File: src/rtl/uart_rx.sv
// uart_rx: 8N1 UART receiver, LSB first.
//
// The serial input is synchronised with two flops. A falling edge on the line
// starts a frame. The start bit is re-checked half a bit period later, which
// rejects short glitches. Each data bit and the stop bit are then sampled one
// full bit period apart, so every sample lands near the middle of its bit.
//
// Parameters:
//   CLKDIV     clk cycles per bit; must be even and >= 4
// Ports:
//   clk        system clock, rising edge
//   reset      asynchronous active-high reset
//   rx         serial line, asynchronous to clk, idles high
//   data       last correctly framed byte, held between frames
//   valid      one-cycle strobe, high in the first cycle data shows a new byte
//   frame_err  one-cycle strobe, high when the stop bit was sampled low
//   busy       high whenever the receiver is not idle
module uart_rx #(
    parameter int unsigned CLKDIV = 16
) (
    input  logic       clk,
    input  logic       reset,
    input  logic       rx,
    output logic [7:0] data,
    output logic       valid,
    output logic       frame_err,
    output logic       busy
);

    localparam int unsigned CntW = $clog2(CLKDIV);
    localparam logic [CntW-1:0] HalfLast = CntW'(CLKDIV / 2 - 1);
    localparam logic [CntW-1:0] BitLast  = CntW'(CLKDIV - 1);

    typedef enum logic [2:0] {
        StIdle,
        StStart,
        StData,
        StStop,
        StBreak
    } state_e;

    state_e          state;
    logic            rx_meta;
    logic            rx_s;
    logic [CntW-1:0] cnt;
    logic [2:0]      bitidx;
    logic [7:0]      shreg;

    // Two-flop synchroniser. Both flops reset to the idle level so that a
    // reset never produces a false start bit.
    always_ff @(posedge clk or posedge reset) begin
        if (reset) begin
            rx_meta <= 1'b1;
            rx_s    <= 1'b1;
        end else begin
            rx_meta <= rx;
            rx_s    <= rx_meta;
        end
    end

    always_ff @(posedge clk or posedge reset) begin
        if (reset) begin
            state     <= StIdle;
            cnt       <= '0;
            bitidx    <= '0;
            shreg     <= '0;
            data      <= '0;
            valid     <= 1'b0;
            frame_err <= 1'b0;
            busy      <= 1'b0;
        end else begin
            valid     <= 1'b0;
            frame_err <= 1'b0;
            unique case (state)
                StIdle: begin
                    cnt <= '0;
                    if (!rx_s) begin
                        state <= StStart;
                        busy  <= 1'b1;
                    end
                end
                StStart: begin
                    if (cnt == HalfLast) begin
                        cnt <= '0;
                        if (rx_s) begin
                            // Line went high again before mid start bit: glitch.
                            state <= StIdle;
                            busy  <= 1'b0;
                        end else begin
                            state  <= StData;
                            bitidx <= '0;
                        end
                    end else begin
                        cnt <= cnt + 1'b1;
                    end
                end
                StData: begin
                    if (cnt == BitLast) begin
                        cnt    <= '0;
                        shreg  <= {rx_s, shreg[7:1]};
                        bitidx <= bitidx + 1'b1;
                        if (bitidx == 3'd7) begin
                            state <= StStop;
                        end
                    end else begin
                        cnt <= cnt + 1'b1;
                    end
                end
                StStop: begin
                    if (cnt == BitLast) begin
                        cnt <= '0;
                        if (rx_s) begin
                            // Leaving mid stop bit lets a back-to-back start bit be seen.
                            data  <= shreg;
                            valid <= 1'b1;
                            state <= StIdle;
                            busy  <= 1'b0;
                        end else begin
                            frame_err <= 1'b1;
                            state     <= StBreak;
                        end
                    end else begin
                        cnt <= cnt + 1'b1;
                    end
                end
                StBreak: begin
                    // A held-low line must not be mistaken for a new start bit.
                    cnt <= '0;
                    if (rx_s) begin
                        state <= StIdle;
                        busy  <= 1'b0;
                    end
                end
                default: begin
                    state <= StIdle;
                    busy  <= 1'b0;
                    cnt   <= '0;
                end
            endcase
        end
    end

endmodule

File: config.mk
export PLATFORM = sky130hd
export DESIGN_NAME = uart_rx
export DESIGN_NICKNAME = d
export VERILOG_FILES = /design/src/rtl/uart_rx.sv
export SDC_FILE = /design/constraint.sdc
export NUM_CORES = 1
export LEC_CHECK = 0
export ABC_AREA = 1
export CAP_MARGIN = 20
export CELL_PAD_IN_SITES_DETAIL_PLACEMENT = 1
export CELL_PAD_IN_SITES_GLOBAL_PLACEMENT = 1
export CORE_ASPECT_RATIO = 1.4
export CORE_MARGIN = 3
export CORE_UTILIZATION = 43
export CTS_CLUSTER_SIZE = 16
export DETAILED_ROUTE_END_ITERATION = 6
export DONT_BUFFER_PORTS = 1
export PLACE_DENSITY = 0.75
export SETUP_SLACK_MARGIN = 0.2
export SYNTH_ARGS = -nofsm -noshare
export SYNTH_HDL_FRONTEND = slang
export SYNTH_SLANG_ARGS = --single-unit
File: constraint.sdc
create_clock -name clk -period 1.45 [get_ports clk]
set_clock_uncertainty 0.05 [all_clocks]
set_input_delay 0.29 -clock clk [delete_from_list [all_inputs] [get_ports clk]]
set_output_delay 0.29 -clock clk [all_outputs]
set_load 0.005 [all_outputs]
==> results of run 1 <==
-- cell usage after synthesis (all sizes together) --
| cell | n |
|---|---|
| nand3 | 11 |
| xor2 | 1 |
| and2 | 1 |
| nor2 | 18 |
| nand4 | 2 |
| ha | 3 |
| inv | 17 |
| buf | 3 |
| nor3b | 1 |
| nand2 | 40 |
| a21oi | 2 |
| dfstp | 2 |
| o21ai | 19 |
| dfrtp | 29 |
-- final timing paths --
kind                       slack [ns]  endpoint  startpoint  cells after the start
setup / recovery               -0.003  state[1]      cnt[0]                      8
hold / removal                   0.30      rx_s     rx_meta                      0
setup reg to reg               -0.003  state[1]      cnt[0]                      8
hold reg to reg                  0.30      rx_s     rx_meta                      0
max in group asynchronous        0.65   rx_meta       reset                      3
min in group asynchronous        0.42    cnt[0]       reset                      3
-- registers in the layout, summed over array words and instances (netlist names) --
signal,count
busy,1
bitidx,3
data,8
frame_err,1
rx_meta,1
state,3
valid,1
rx_s,1
cnt,4
shreg,8
-- cell usage in the layout (no fill, tap or decap) --
cell type	netlist	final
a21oi_2	0	2
and2_1	1	1
buf_12	0	1
buf_4	0	12
buf_6	2	5
bufinv_16	0	2
clkbuf_8	0	5
clkinvlp_4	0	1
dfrtp_1	29	26
dfrtp_2	0	3
dfstp_2	2	2
dlygate4sd3_1	0	2
ha_1	3	2
ha_4	0	1
inv_1	16	15
inv_2	1	2
nand2_1	35	28
nand2_2	4	10
nand2_4	1	1
nand2_8	0	1
nand3_1	8	6
nand3_2	2	2
nand3_4	1	3
nand4_1	2	2
nor2_1	11	10
nor2_2	3	2
nor2_4	3	8
nor2_8	1	1
nor3b_1	1	1
o21ai_0	10	1
o21ai_1	0	7
o21ai_2	9	10
o21ai_4	0	1
xor2_1	1	1
-- power breakdown --
part           switching [mW]  internal (mW)  leakage (nW)
clock network           0.348          0.685        0.0644
registers               0.144          0.964         0.413
logic                   0.673          0.475         0.423
total                    1.17           2.12         0.900
-- cell families after synthesis --
| logic type | Yosys count | share of synthesized area (%) |
|---|---|---|
| AND/OR/NAND/NOR | 73 | 26.8 |
| flip-flops | 31 | 54.0 |
| adder cells (fa/ha/maj) | 3 | 2.61 |
| XOR/XNOR | 1 | 0.608 |
| buffers and inverters | 20 | 6.34 |
| AO/OA/AOI/OAI | 21 | 9.64 |
-- through the flow --
stage	cells	power [mW]
4_1_cts	207	2.95
6_report	216	3.29
3_5_place_dp	189	1.84
3_3_place_gp	189	1.77
5_1_grt	216	3.45
2_1_floorplan	149	1.64
-- final cells by class --
type,count,area share [%]
multi-input cells,101,36.8
clock buffers,5,3.57
clock inverters,3,3.51
inverters,17,3.31
repair buffers,20,9.68
well taps,39,2.53
flip-flops and latches,31,40.6
-- timing repair --
action	CTS	global route
buffers inserted	5	9
gates cloned	3	0
hold buffers	2	0
endpoints found under the setup margin	25	26
pin swaps	5	8
endpoints found under the hold margin	30	0
gates resized for setup	18	18
-- routing by layer --
| layer | routed length (um) | vias to the layer above | part of all wire [%] | global-route usage, % |
|---|---|---|---|---|
| met3 | 128 | 14 | 3.2 | 6.41 |
| met5 | 0 | - | 0 | 0 |
| met4 | 161 | 0 | 4.0 | 10.0 |
| met1 | 1430 | 569 | 35 | 21.9 |
| met2 | 2310 | 26 | 57 | 40.3 |
| li1 | - | 533 | - | - |
==> flow_summary.ini, run 1 <==
[yosys]
synth_top_cell_area_share_pct = 50.4
synth_top_area_cell = dfrtp_1
syn_nets = 155
synth.area.top_cells = dfrtp_1 (50%), nand2_1 (9.1%), o21ai_2 (5.5%)
yosys_warnings = 0
netlist_instances = 149
avgSynthCellArea_um2 = 9.67
ys_seq_elements = 31
syn_area_um2 = 1440
ys_seq_area_share_pct = 54.0
synth_cell_types = 24

[finish]
post-route-util_pct = 61.1
fillCellCount = 357
fin_nets = 182
final_area_um2 = 1930
area_growth_pct = 33.7
diodes = 0
multi_input_area_um2 = 708
regArea_um2 = 782
layout-drive-gt1-share_pct = 42.4

[sta]
holdWs_ns = 0.298
drv_slew = 0
worst_pin_slew_ns = 0.498
finalCritPeriodShare_pct = 100
layout_setup_ws_ns = -0.00257
hold_viol = 0
setup-violations-final = 1
slew_headroom_pct = 66.4
fmax_mhz = 688
setup_tns_ns = -0.00257
rsz0062_at_grt = true
finalCriticalPeriod_ns = 1.45

[global_route]
grt_overflow = 0
grt_pass1_vias = 1279
grt_util_all_layers_pct = 22.0
grt_start_max_net_pins = 19
grt_pass1_wl_mm = 6.20
antenna_found_initial = 0

[routing]
ant_nets = 0
drtIter0Drc = 23
drc = 0
wl_per_cell_um = 18.7
drt-total-wl_mm = 4.03
vias = 1142
drt_pass1_iterations = 4
drt-vias-per-instance = 5.29

[clocking]
h-tree-depth = 2
clock_tree.buffer_depth = 2
clkLatencyLatePin_ns = 0.29
cts-root-buf = clkbuf_8
cts_tree = built
clock-sinks = 31
clkTransAtPathRegs_ns = 0.07
cts_inserted_buffers = 5

[setup_path]
cp_top_family = simple AND/OR/NAND/NOR gates
path_buf_inv = 0
max_stage_delay_ns = 0.41
critical_path_arrival_ns = 1.58
cp_data_required_time_ns = 1.58
crit_slowest_cell = dfrtp_1
cp_max_fo = 7
cp-end-kind = register
crit_type = register to register
worstPathCellList = ha_4, nand3_4, nand2_2, nand2_2, nor2_4, nand2_1, nand2_1, nand2_1
path_common_cell = nand2_1
start_kind = register

[status]
violations = setup timing
status = finished, violations left

[place]
io_buffers = 0
routabilityCongestion = 0.787
dpl-instance-area_um2 = 1520
post-dp-hpwl_mm = 2.17
pre_cts_ws_ns = -0.0197

[floorplan]
core_region_area_um2 = 3150
dieArea_um2 = 4090
rows = 24
dieWidth_um = 54.9
ios = 14
die_y_um = 74.5
initial_core_util_pct = 45.7

[min_path]
hold_class = register to register

[run]
cap_violations = 0

[power]
p_leak_nw = 0.900
cellPowerDensity_nw_per_um2 = 1710
vdd_drop_max_mv = 1.12
Note: power is estimated with default switching activity, not from simulation.
==> inputs of run 2 (changes only) <==
Settings changed: SLEW_MARGIN from default to 20.
==> results of run 2 <==
Final layout, timing and power as in run 1 (identical DEF).
==> inputs of run 3 (changes only) <==
==> constraint.sdc (replaced) <==
create_clock -name clk -period 1.45 [get_ports clk]
set_clock_uncertainty 0.05 [all_clocks]
set_input_delay 0.145 -clock clk [delete_from_list [all_inputs] [get_ports clk]]
set_output_delay 0.145 -clock clk [all_outputs]
set_load 0.005 [all_outputs]
==> run 3 against run 2 <==
Against the previous run:
- the run now ends clean
- cell count rose by 1.4%
- sequential share of layout area rose by 0.37 points
- wire length fell by 10%
- first-iteration DRC count fell by 22%
- critical path depth fell by 3
- combinational power fell by 3%
- critical path type unchanged
- largest cell class unchanged
==> flow_summary.ini, run 3 (synthesis gave the netlist of run 1 again) <==
[status]
status = complete, no violations

[power]
netSwitchingFraction_pct = 37.3
pwr-share-clk_pct = 22.3
p_comb_share_pct = 38.6
internal_power_mw = 1.80
seqPwrFrac_pct = 39.1
p_sw_mw = 1.07
cellPowerDensity_nw_per_um2 = 1500
p_leak_nw = 0.903
vdd_drop_max_mv = 0.780
total_power_mw = 2.87

[finish]
final_cell_mix = nand2_1 (28), dfrtp_1 (26), buf_4 (16), inv_1 (14), o21ai_2 (12)
final_area_um2 = 1910
fillCellCount = 358
diodes = 0
fin_nets = 185
stdcell_count = 219
layout_commonest_cell = nand2_1
layout-drive-gt1-share_pct = 43.9
top_regs = data (8), shreg (8), cnt (4)
area_growth_pct = 32.5

[setup_path]
max_stage_delay_ns = 0.40
worstPathCellList = ha_4, nand3_4, nor2_4, nand2_4, o21ai_2
critical_path_arrival_ns = 1.55
crit_type = register to register
path_buf_inv = 0
cp-end-kind = register
rr_worst_depth = 5
cp_top_family = simple AND/OR/NAND/NOR gates
crit_slowest_cell = dfrtp_1
cp_data_required_time_ns = 1.61
path_depth = 5
start_kind = register
cp_max_fo = 8

[run]
cap_violations = 0

[floorplan]
dieWidth_um = 54.9
die_y_um = 74.5
rows = 24
core_region_area_um2 = 3150
initial_core_util_pct = 45.7
ios = 14
dieArea_um2 = 4090

[routing]
vias = 1126
drt_pass1_iterations = 3
drt-total-wl_mm = 3.61
wl_per_cell_um = 16.5
drtIter0Drc = 18
drt-vias-per-instance = 5.14
wl_met2_mm = 2.14
ant_nets = 0
wl_met1_mm = 1.28
routed.top_layer = met4
drc = 0
wl_met3_um = 110

[global_route]
grt_pass1_vias = 1222
grt_util_all_layers_pct = 21.2
antenna_found_initial = 0
grt_pass1_wl_mm = 5.95
grt_overflow = 0
grt_start_max_net_pins = 19

[place]
dpl-instance-area_um2 = 1520
routabilityCongestion = 0.796
placed_cells = 189
io_buffers = 0
post-dp-hpwl_mm = 2.05

[clocking]
h-tree-depth = 2
clock_tree.buffer_depth = 2
cts-root-buf = clkbuf_8
cts_inserted_buffers = 5
clock-sinks = 31
cts_tree = built
clkTransAtPathRegs_ns = 0.06
clkLatencyLatePin_ns = 0.28

[sta]
finalCritPeriodShare_pct = 95.8
fmax_mhz = 720
worst_pin_slew_ns = 0.304
setup-violations-final = 0
setup_tns_ns = 0
slew_headroom_pct = 79.7
hold_viol = 0
finalCriticalPeriod_ns = 1.39
rsz0062_at_grt = true
holdWs_ns = 0.278
drv_slew = 0

[min_path]
hold_class = input port to asynchronous set/reset pin
run 3: changes by cell type in the layout (fill, tap and decap cells not counted), moves of 2 or more:
cell       delta
bufinv_16     -2
clkbuf_1      +3
buf_4         +4
nor2_1        -3
nor2_4        +2
buf_6         -4
o21ai_2       +2
run 3: final timing paths:
kind                         start      end  slack [ns]
max in group asynchronous    reset  rx_meta        0.79
setup / recovery            cnt[1]  data[2]        0.06
setup reg to reg            cnt[1]  data[2]        0.06
hold / removal               reset   cnt[3]        0.28
hold reg to reg            rx_meta     rx_s        0.31
min in group clk           rx_meta     rx_s        0.31
run 3: stage by stage:
stage	utilization, %	setup WS, ns
4_1_cts	57.3	0.0972
2_1_floorplan	-	0.155
3_3_place_gp	48.1	0.0779
6_report	60.5	0.0616
3_5_place_dp	48.1	0.0534
5_1_grt	60.5	-0.0328
run 3: cell type report:
class / instances / area (um^2) / area share, %
timing repair buffer: 21 / 191 / 10.0
inverter: 17 / 66.3 / 3.48
clock buffer: 8 / 80.1 / 4.20
multi-input combinational: 103 / 739 / 38.8
sequential: 31 / 782 / 41.0
tap: 39 / 48.8 / 2.56
run 3: worst reg2reg max path: stages, from the launching register on:
cell     delay, ns
dfrtp_1       0.40
ha_4          0.19
nand3_4       0.16
nor2_4        0.23
nand2_4       0.15
o21ai_2       0.15
run 3: metal layers:
layer	GRT usage (%)	vias to the layer above
met5	0	-
met4	11.4	0
met3	5.81	6
met2	35.4	16
met1	23.9	563
li1	-	541
run 3: repair_timing:
action                                 4_1_cts  5_1_grt
setup endpoints to repair                   25       29
cloned                                       4        1
hold buffers                                 2        0
setup buffers                                9        6
endpoints found under the hold margin       32        0
gates resized for setup                     22       17
pin swaps                                    9        7
run 3: power by group through the flow:
stage                     sequential [mW]  combinational (mW)  clock, mW
after CTS                            1.12               0.888      0.663
after detailed placement             1.11               0.695          0
after global placement               1.10               0.662          0
after global routing                 1.14                1.24      0.707
after floorplan                      1.06               0.573          0
final                                1.12                1.11      0.640
==> variant 1: new RTL, flow settings as in run 3 <==
Set the parameter `CLKDIV` to 32 (it was 16).
--- a/src/rtl/uart_rx.sv
+++ b/src/rtl/uart_rx.sv
@@ -16,7 +16,7 @@
 //   frame_err  one-cycle strobe, high when the stop bit was sampled low
 //   busy       high whenever the receiver is not idle
 module uart_rx #(
-    parameter int unsigned CLKDIV = 16
+    parameter int unsigned CLKDIV = 32
 ) (
     input  logic       clk,
     input  logic       reset,
Check against the original RTL: no difference found for any inputs over 10 cycles, from zero or initial values and one cycle with reset high; that may be too few to reach the edited logic, so the function may still have changed.
==> variant 1 against run 3 <==
- power shrank 4.0%
- area after synthesis grew 9.1%
- setup slack lost 0.23 ns
- wire length grew 24%
- sequential cell count grew 1
- critical path depth grew 2
- the flow now finishes with violations (setup timing)
- largest power group unchanged
- non-clock buffer count grew 3
- cell area grew 15%
==> variant 1: results (changes against run 3) <==
Outcome
  – Status: finished, violations left
  – Failing checks: setup timing

Global routing
  – Largest net degree at the start of global routing: 23 (+4)
  – GRT Overall Usage: 0.192 (-0.0197)
  – First-pass GRT wire length: 6580 um (+11%)

STA
  – Setup violations, final: 29 (+29)
  – Final worst slack: -0.171 ns (-0.233 ns)
  – TNS Setup: -3.35 ns (-3.35 ns)

Final layout
  – Seq/total area: 0.366 (-0.0438)
  – Number of non-clock buffers: 24 (+14%)
  – Largest regs: data: 8 flops, shreg: 8 flops, cnt: 5 flops
  – Comb_multi_in: 105 (+1.9%)
  – ClkCell Share: 0.0353 (-0.00662)
  – Clkbuf count: 6 (-2)
  – Multi-input logic area: 905 sq um (+22%)
  – Fillers: 359 (+0.28%)

Pwr
  – Clock Power Share: 0.232 (+0.009)
  – Combinational Power Share: 0.362 (-0.024)
  – Leak: 0.000993 uW (+9.9%)
  – VDD IR max: 0.901 mV (+15%)
  – Switching power: 1060 uW (-0.76%)

Route
  – 1st-pass router iterations: 4 (+1)
  – Initial drt markers: 21 (+3)
  – DR WL/cell: 19.5 um (+18%)
  – Final wirelength: 4470 um (+24%)

Logic synthesis
  – Synth Area in Compound Gates: 0.101 (+0.00468)
  – Ranking of synthesized cells by area: dfrtp_1, nand2_1, o21ai_2, ha_1, inv_1
  – XOR/XNOR share of the synthesized area: 0.0111 (+0.00506)
  – Syn nets: 171 (+10%)
  – Seq/Total Area, Yosys: 0.511 (-0.0293)
  – Post-synth top cells: nand2_1, dfrtp_1, inv_1

Floorplan
  – Core footprint: 0.00344 sq mm (+9.1%)

CTS
  – PostCTS Resize Cnt: 36 (+64%)

Setup path
  – Critical path fanouts, max: 7 (-1)
  – FF-to-FF path depth: 7 (+2)

Placed design
  – Post-DP HPWL: 2530 um (+23%)
  – Final GP Congestion: 0.836 (+5.0%)
  – Place WS: -0.175 ns (-0.228 ns)
  – Placed cell count: 206 (+9.0%)
==> variant 1: final timing paths <==
path	to	startpoint	slack (ns)
worst max-delay path	state[1]$_DFFE_PP0P_	state[1]$_DFFE_PP0P_	-0.17
min in group clk	rx_s$_DFF_PP1_	rx_meta$_DFF_PP1_	0.31
max in group asynchronous	rx_s$_DFF_PP1_	reset	0.48
worst min register to register	rx_s$_DFF_PP1_	rx_meta$_DFF_PP1_	0.31
worst max register to register	state[1]$_DFFE_PP0P_	state[1]$_DFFE_PP0P_	-0.17
worst min-delay path	cnt[1]$_DFF_PP0_	reset	0.30
==> variant 1: worst max-delay path, delay by kind of cell (launching register included) <==
family | cells | cell delay (ns)
flops | 1 | 0.50
simple gates | 7 | 1.02
==> variant 1: metal layers <==
layer / global-route usage / up-vias / wire (um)
met5: 0 / - / 0
met1: 0.212 / 602 / 1720
li1: - / 568 / -
met3: 0.0300 / 6 / 79
met2: 0.360 / 13 / 2590
met4: 0.0696 / 0 / 70
==> variant 2: new RTL, settings of run 3 <==
Without the edit above. Encoding of `state_e`: now one-hot (5 bits for 5 states).
--- a/src/rtl/uart_rx.sv
+++ b/src/rtl/uart_rx.sv
@@ -31,12 +31,12 @@
     localparam logic [CntW-1:0] HalfLast = CntW'(CLKDIV / 2 - 1);
     localparam logic [CntW-1:0] BitLast  = CntW'(CLKDIV - 1);
 
-    typedef enum logic [2:0] {
-        StIdle,
-        StStart,
-        StData,
-        StStop,
-        StBreak
+    typedef enum logic [4:0] {
+        StIdle  = 5'b00001,
+        StStart = 5'b00010,
+        StData  = 5'b00100,
+        StStop  = 5'b01000,
+        StBreak = 5'b10000
     } state_e;
 
     state_e          state;
Formal check against the unedited RTL: no difference found for any inputs over 10 cycles, from zero or initial values and one cycle with reset high; not proved beyond that.
==> variant 2 against run 3 <==
- the run now ends with setup timing left
- power grew 10%
- setup slack lost 0.096 ns
- sequential cell count up 2
- area after synthesis is 7.0% higher
- wire length rose by 36%
- cell count grew 8.7%
- cell area is 14% higher
- first-iteration DRC count rose to 3.4 times the old value
- worst hold slack gained 0.0068 ns
- die area increased by 6.4%
- critical path type unchanged
==> variant 2: results (changes against run 3) <==
Outcome
  – Status: finished, violations left
  – Failing checks: setup timing

Logic synthesis
  – Ranking of synthesized cells by area: dfrtp_1, nand2_1, o21ai_2, dfstp_2, inv_1
  – Seq/Total Area, Yosys: 0.538 (-0.00225)
  – Post-synth top cells: nand2_1, dfrtp_1, inv_1
  – Syn nets: 170 (+9.7%)
  – Distinct cells, synth: 27 (+13%)

Placed design
  – Final GP Congestion: 0.849 (+6.6%)
  – Place WS: -0.0477 ns (-0.101 ns)
  – Post-DP HPWL: 2570 um (+25%)

Global routing
  – First-pass GRT wire length: 7100 um (+19%)
  – Largest net degree at the start of global routing: 22 (+3)
  – Met2 usage: 0.387 (+0.0326)
  – Met3 Use GR: 0.0488 (-0.00929)
  – Met1 usage in global routing: 0.206 (-0.0323)

Final layout
  – Layout cells sized above 1: 0.545 (+0.107)
  – Largest regs: data: 8 flops, shreg: 8 flops, state: 5 flops
  – Nets: 204 (+10%)

Setup path
  – Critical path fanouts, max: 4 (-4)

STA
  – Setup violations, final: 7 (+7)
  – Final worst slack: -0.0343 ns (-0.0959 ns)

Route
  – 1st-pass router iterations: 4 (+1)
  – Via-to-Cell Ratio: 5.54 (+7.7%)
  – Final wirelength: 4910 um (+36%)
  – Initial drt markers: 61 (+43)

Pwr
  – Leak: 0.000983 uW (+8.8%)
variant 2: routing by layer:
metal | wire (um) | vias to the layer above
met5 | 0 | -
met4 | 258 | 0
met3 | 142 | 23
met2 | 2840 | 33
met1 | 1670 | 663
li1 | - | 599
variant 2: repair_timing:
action                     4_1_cts  5_1_grt
cloned                           1        0
hold buffers                     2        0
setup endpoints to repair       30       31
setup buffers                   10       10
hold endpoints to repair        32        0
pin swaps                       13       24
resized for setup               29       34
variant 2: layout make-up:
type | count | area (sq um)
inverters | 22 | 90.1
flip-flops and latches | 33 | 835
multi-input cells | 108 | 855
fillers | 379 | 1240
clock inverters | 1 | 7.51
well taps | 40 | 50.0
repair buffers | 28 | 246
clock buffers | 6 | 82.6
variant 2: logic make-up (layout without fill, tap and decap cells):
group	after synthesis	in the layout	synth area share
buf+inv	24	57	0.0682
xor+xnor	2	2	0.0114
simple gates	80	81	0.248
fa+ha+maj	3	3	0.0244
compound gates	22	22	0.110
flops	33	33	0.538
variant 2: worst max-delay path: stages, from the launching register on:
cell	delay, ns
dfrtp_2	0.44
nor2_4	0.21
buf_12	0.15
nand4_1	0.14
nand2_2	0.15
nor2_4	0.06
nand3b_1	0.09
nand2_1	0.07
variant 2: report_power, final:
part	total (uW)	leakage, uW	switching [uW]	internal (uW)
combinational	1330	0.000499	779	553
clock	717	0.0000433	342	375
sequential	1110	0.000441	92.8	1020
total	3160	0.000983	1210	1950
variant 2: worst paths after layout:
path | cells after the start | slack [ns] | end | start
max | 7 | -0.03 | state[2]$_DFFE_PP0P_ | state[1]$_DFFE_PP0P_
min reg2reg | 0 | 0.31 | rx_s$_DFF_PP1_ | rx_meta$_DFF_PP1_
max in group asynchronous | 3 | 0.75 | rx_s$_DFF_PP1_ | reset
max reg2reg | 7 | -0.03 | state[2]$_DFFE_PP0P_ | state[1]$_DFFE_PP0P_
min | 3 | 0.29 | cnt[1]$_DFF_PP0_ | reset
min in group clk | 0 | 0.31 | rx_s$_DFF_PP1_ | rx_meta$_DFF_PP1_
variant 2: stage by stage:
stage | instances | instance area (sq um)
global route | 238 | 2170
floorplan | 164 | 1580
global placement | 208 | 1640
CTS | 228 | 1950
finish | 238 | 2170
detailed placement | 208 | 1640
